## config.mk

```make
export PLATFORM = sky130hd
export DESIGN_NAME = playfield_buffer
export DESIGN_NICKNAME = d
export VERILOG_FILES = /design/src/rtl/playfield_buffer.sv
export SDC_FILE = /design/constraint.sdc
export NUM_CORES = 1
export LEC_CHECK = 0
export ABC_AREA = 1
export BUFFER_PORTS_ARGS = -buffer_cell sky130_fd_sc_hd__buf_2
export CAP_MARGIN = 20
export CORE_UTILIZATION = 45
export DETAILED_ROUTE_END_ITERATION = 10
export PLACE_DENSITY = 0.75
export SKIP_CTS_REPAIR_TIMING = 1
export SLEW_MARGIN = 20
export SYNTH_ARGS = -nofsm -noshare
export SYNTH_HDL_FRONTEND = slang
export SYNTH_SLANG_ARGS = --single-unit
```

## constraint.sdc

```tcl
create_clock -name clk -period 3.6 [get_ports clk]
set_input_delay 0.54 -clock clk [delete_from_list [all_inputs] [get_ports clk]]
set_output_delay 0.54 -clock clk [all_outputs]
set_load 0.005 [all_outputs]
```

## src/rtl/playfield_buffer.sv

```systemverilog
// playfield_buffer: ROWS x COLS lock-piece playfield with full-row detection and collapse.
// Build macro PLAYFIELD_SHADOW_EN turns grid into a vblank-loaded, tear-free shadow copy.
module playfield_buffer #(
    parameter int ROWS = 20,
    parameter int COLS = 12
) (
    input  logic                      clk,
    input  logic                      rst_n,
    input  logic                      wr_valid,
    output logic                      wr_ready,
    input  logic [$clog2(ROWS)-1:0]   wr_row,
    input  logic [COLS-1:0]           wr_mask,
    input  logic                      board_clear,
    input  logic                      vblank,
    output logic [ROWS*COLS-1:0]      grid,
    output logic                      done,
    output logic [$clog2(ROWS+1)-1:0] lines_cleared,
    output logic [15:0]               lines_total
);

    localparam int ROW_W = $clog2(ROWS);
    localparam int CNT_W = $clog2(ROWS + 1);
    localparam logic [ROW_W-1:0] LAST_ROW = ROW_W'(ROWS - 1);

    typedef enum logic [1:0] {
        S_IDLE,
        S_SCAN,
        S_SHIFT,
        S_DONE
    } state_t;

    state_t            state_q, state_d;
    logic [COLS-1:0]   rows_q [ROWS];
    logic [COLS-1:0]   rows_d [ROWS];
    logic [ROW_W-1:0]  scan_row_q, scan_row_d;
    logic [CNT_W-1:0]  count_q, count_d;
    logic [15:0]       lines_total_q, lines_total_d;

    logic [ROWS-1:0]      row_full;
    logic [ROWS-1:0]      above_full;
    logic [16:0]          total_sum;
    logic [ROWS*COLS-1:0] array_flat;

    always_comb begin
        for (int r = 0; r < ROWS; r++) begin
            row_full[r] = &rows_q[r];
        end
    end

    // above_full[r] says whether the row that slides into r during a shift is full.
    assign above_full = {row_full[ROWS-2:0], 1'b0};
    assign total_sum  = {1'b0, lines_total_q} + 17'(count_q);

    assign wr_ready      = (state_q == S_IDLE) && !board_clear;
    assign done          = (state_q == S_DONE);
    assign lines_cleared = count_q;
    assign lines_total   = lines_total_q;

    // NOTE: every signal written here gets its default first so no path infers a latch.
    always_comb begin
        state_d       = state_q;
        rows_d        = rows_q;
        scan_row_d    = scan_row_q;
        count_d       = count_q;
        lines_total_d = lines_total_q;

        unique case (state_q)
            S_IDLE: begin
                if (board_clear) begin
                    for (int r = 0; r < ROWS; r++) begin
                        rows_d[r] = '0;
                    end
                    lines_total_d = '0;
                end else if (wr_valid) begin
                    // Out-of-range rows match nothing, so the array is untouched but the scan still runs.
                    for (int r = 0; r < ROWS; r++) begin
                        if (wr_row == ROW_W'(r)) begin
                            rows_d[r] = rows_q[r] | wr_mask;
                        end
                    end
                    scan_row_d = LAST_ROW;
                    count_d    = '0;
                    state_d    = S_SCAN;
                end
            end

            S_SCAN: begin
                if (row_full[scan_row_q]) begin
                    state_d = S_SHIFT;
                end else if (scan_row_q == '0) begin
                    state_d = S_DONE;
                end else begin
                    scan_row_d = scan_row_q - 1'b1;
                end
            end

            S_SHIFT: begin
                for (int r = 0; r < ROWS; r++) begin
                    if (r == 0) begin
                        rows_d[r] = '0;
                    end else if (ROW_W'(r) <= scan_row_q) begin
                        rows_d[r] = rows_q[r-1];
                    end
                end
                count_d = count_q + 1'b1;
                // The row sliding into scan_row is re-checked here, so each removed row costs one cycle.
                if (above_full[scan_row_q]) begin
                    state_d = S_SHIFT;
                end else if (scan_row_q == '0) begin
                    state_d = S_DONE;
                end else begin
                    scan_row_d = scan_row_q - 1'b1;
                    state_d    = S_SCAN;
                end
            end

            S_DONE: begin
                lines_total_d = total_sum[16] ? 16'hFFFF : total_sum[15:0];
                state_d       = S_IDLE;
            end

            default: state_d = S_IDLE;
        endcase
    end

    // NOTE: sequential state uses <= so every flop samples pre-edge values together.
    always_ff @(posedge clk or negedge rst_n) begin
        if (!rst_n) begin
            state_q       <= S_IDLE;
            scan_row_q    <= LAST_ROW;
            count_q       <= '0;
            lines_total_q <= '0;
            // NOTE: the array is flops, not RAM: every cell is on grid at once and must reset to empty.
            for (int r = 0; r < ROWS; r++) begin
                rows_q[r] <= '0;
            end
        end else begin
            state_q       <= state_d;
            scan_row_q    <= scan_row_d;
            count_q       <= count_d;
            lines_total_q <= lines_total_d;
            rows_q        <= rows_d;
        end
    end

    always_comb begin
        array_flat = '0;
        for (int r = 0; r < ROWS; r++) begin
            array_flat[(ROWS-1-r)*COLS +: COLS] = rows_q[r];
        end
    end

`ifdef PLAYFIELD_SHADOW_EN
    logic [ROWS*COLS-1:0] grid_q;

    // Only refreshed between frames while no line clear is in flight.
    always_ff @(posedge clk or negedge rst_n) begin
        if (!rst_n) begin
            grid_q <= '0;
        end else if (vblank && (state_q == S_IDLE)) begin
            grid_q <= array_flat;
        end
    end

    assign grid = grid_q;
`else
    logic unused_vblank;

    assign unused_vblank = vblank;
    assign grid          = array_flat;
`endif

endmodule

```

==> run summary <==
Reg power frac: 0.374
DRC: 0
initial antenna violation count: 1
Starting Density: 0.461
Boundary Pins: 285
Sw Pwr: 8.54 mW
PD cells: 1000 nW/µm²
status: complete, but fails checks
Clock transition at path regs: 60 ps
fin crit period: 2960 ps
DPL Wire Length: 41.7 mm
combinational power share: 0.456
CTS Sinks: 268
routed vias/inst: 6.00
root buf cell: clkbuf_16
Setup TNS Final: 0 ps
vias in the first global route: 14,400
# diodes: 0
wirelength, routed: 58.8 mm
WL/cell: 22.3 µm
Iteration-0 DRC Markers: 1,823
Sw Share: 0.491
most common cell after layout, fill and taps aside: nand2_1
Yosys warnings: 0
gpl congestion: 1.02
placed instance area: 16,400 µm²
Seq/Total Area, Yosys: 0.456
Distinct cells, synth: 50
Critical Path End Type: flip-flop
Slowest-stage cell, CP: dfrtp_1
CP startpoint kind: flip-flop
worst hold-check path type: input pin to asynchronous set/reset pin
number of synthesized flops with an enable pin: 0
GR Util All Layers: 0.348
Clock Tree Buf Depth: 3
Buffers on Ports: 283
Die Height: 183 µm
power consumption: 17.4 mW
max cap viols: 0
Fin Hold WS: -21.8 ps
Die ar.: 33,400 µm²
area of the multi-input gates: 7020 µm²
achievable frequency: 338 MHz
vias post-DR: 15,900
Max FO, Critical Path: 13
core area: 31,900 µm²
largest net degree at the start of global routing: 134
register area: 6710 µm²
Num CTS Buffers: 29
later-pin clock latency in the skew report: 580 ps
failing checks: hold timing
FFs w/ async S/R, synth: 1.00
Clock power frac: 0.170
Post-Route Skew: 21.1 ps
Post-Route Utilization: 0.544
width of the die: 183 µm
Final period util: 0.821
antenna viol nets, final: 0
Synth Net Count: 1,996
commonest non-fill, non-tap cells in the layout: 472 x nand2_1, 313 x o21ai_0, 282 x buf_2
gr ovfl total: 0
fillcell total: 3,057
RSZ-0062 raised after global routing: false
Leak Pwr: 8.17 nW
Slew @ Worst Pin: 998 ps
final setup fails: 0
Power Internal: 8.87 mW
Core Rows: 65
wire length of the first global-routing pass: 88.4 mm
Layout area overhead: 17.9%
Worst path top cell family by delay: buffers and inverters
crit path cell chain: inv_1 -> ha_1 -> inv_2 -> nor2_4 -> a21oi_4 -> inv_2 -> a21oi_1 -> nand2_1 -> inv_1 -> nor2_1 -> a31oi_1
final-report hold violation count: 15
CP arrival: 3450 ps
Largest stage delay, worst path: 450 ps
main flop type after synthesis: dfrtp_1
drt first pass iters: 6
design area: 17,300 µm²
Seq cells post-synth: 268
fin. max-slew vios: 0
NumNets Final: 2,226
Post-Syn Instances: 1,958
CTS tree: done
CP required: 4100 ps
Max-Slew Margin vs Limit: 0.334
Max IR drop VDD: 532 µV
critical path class: flip-flop to flip-flop
Syn Area/Cell: 7.51 µm²
Mapped Area: 14,700 µm²
Critical path buffers and inverters: 4
htree depth: 1
layout cells sized above 1: 0.184
per-stage QoR:
step	worst slack, ps	hold slack (ps)	instances
2_1_floorplan	1570	244	1958
3_3_place_gp	728	493	2592
3_5_place_dp	671	501	2592
4_1_cts	664	8.55	2643
5_1_grt	501	35.1	2643
6_report	644	-21.8	2643
state kept, by name, summed over array words and instances (netlist names):
register and count:
scan_row_q 5, grid 240, lines_total 16, state_q 2, lines_cleared 5
power by group through the flow:
stage	logic, mW	clock network (mW)	registers (mW)
floorplan	5.04	0	5.75
global placement	7.56	0	6.40
detailed placement	7.81	0	6.43
CTS	7.84	2.96	6.40
global route	8.81	3.09	6.64
finish	7.94	2.95	6.52
cells in the mapped netlist, types with 9 or more instances:
cell / n / area [µm²]
ha_1: 15 / 188
nand3_1: 63 / 315
a31oi_1: 71 / 444
nor2_1: 241 / 905
clkbuf_1: 61 / 229
nand2_1: 472 / 1770
inv_1: 106 / 398
nand4_1: 23 / 144
buf_4: 11 / 82.6
o21ai_2: 11 / 96.3
o21ai_0: 313 / 1570
xor2_1: 9 / 78.8
buf_2: 23 / 115
a21oi_1: 122 / 611
o22ai_1: 30 / 188
dfrtp_1: 265 / 6630
o31ai_1: 9 / 67.6
a22oi_1: 21 / 158
inv_2: 12 / 45.0
final timing paths:
check,start,endpoint,slack (ps),cells past startpoint
max,state_q[1],grid[189],640,11
min,rst_n,grid[43],-20,1
max reg2reg,state_q[1],grid[189],640,11
min reg2reg,lines_total[3],lines_total[3],510,2
max in group asynchronous,rst_n,scan_row_q[1],2780,2
min in group clk,wr_mask[10],grid[238],450,3
cells by family (layout without fill, tap and decap cells):
family | count (synthesis) | in the layout | synth area share
fa+ha+maj | 16 | 16 | 0.0141
flops | 268 | 268 | 0.456
xor+xnor | 12 | 12 | 0.00715
compound gates | 600 | 600 | 0.227
simple gates | 829 | 829 | 0.228
buf+inv | 233 | 483 | 0.0673
cell type report:
cell class,count,area share
clock buffer,41,0.0479
clock inverter,10,0.00534
inverter,123,0.0267
multi-input combinational,1457,0.405
sequential,268,0.387
tap,435,0.0314
timing repair buffer,309,0.0964
metal layers:
| metal | global-route usage | wire [µm] | up-vias |
|---|---|---|---|
| li1 | - | - | 7083 |
| met5 | 0 | 0 | - |
| met1 | 0.488 | 23300 | 7536 |
| met3 | 0.0564 | 6760 | 176 |
| met2 | 0.538 | 26100 | 1058 |
| met4 | 0.140 | 2650 | 0 |
Power figures use the tool's default switching activity.
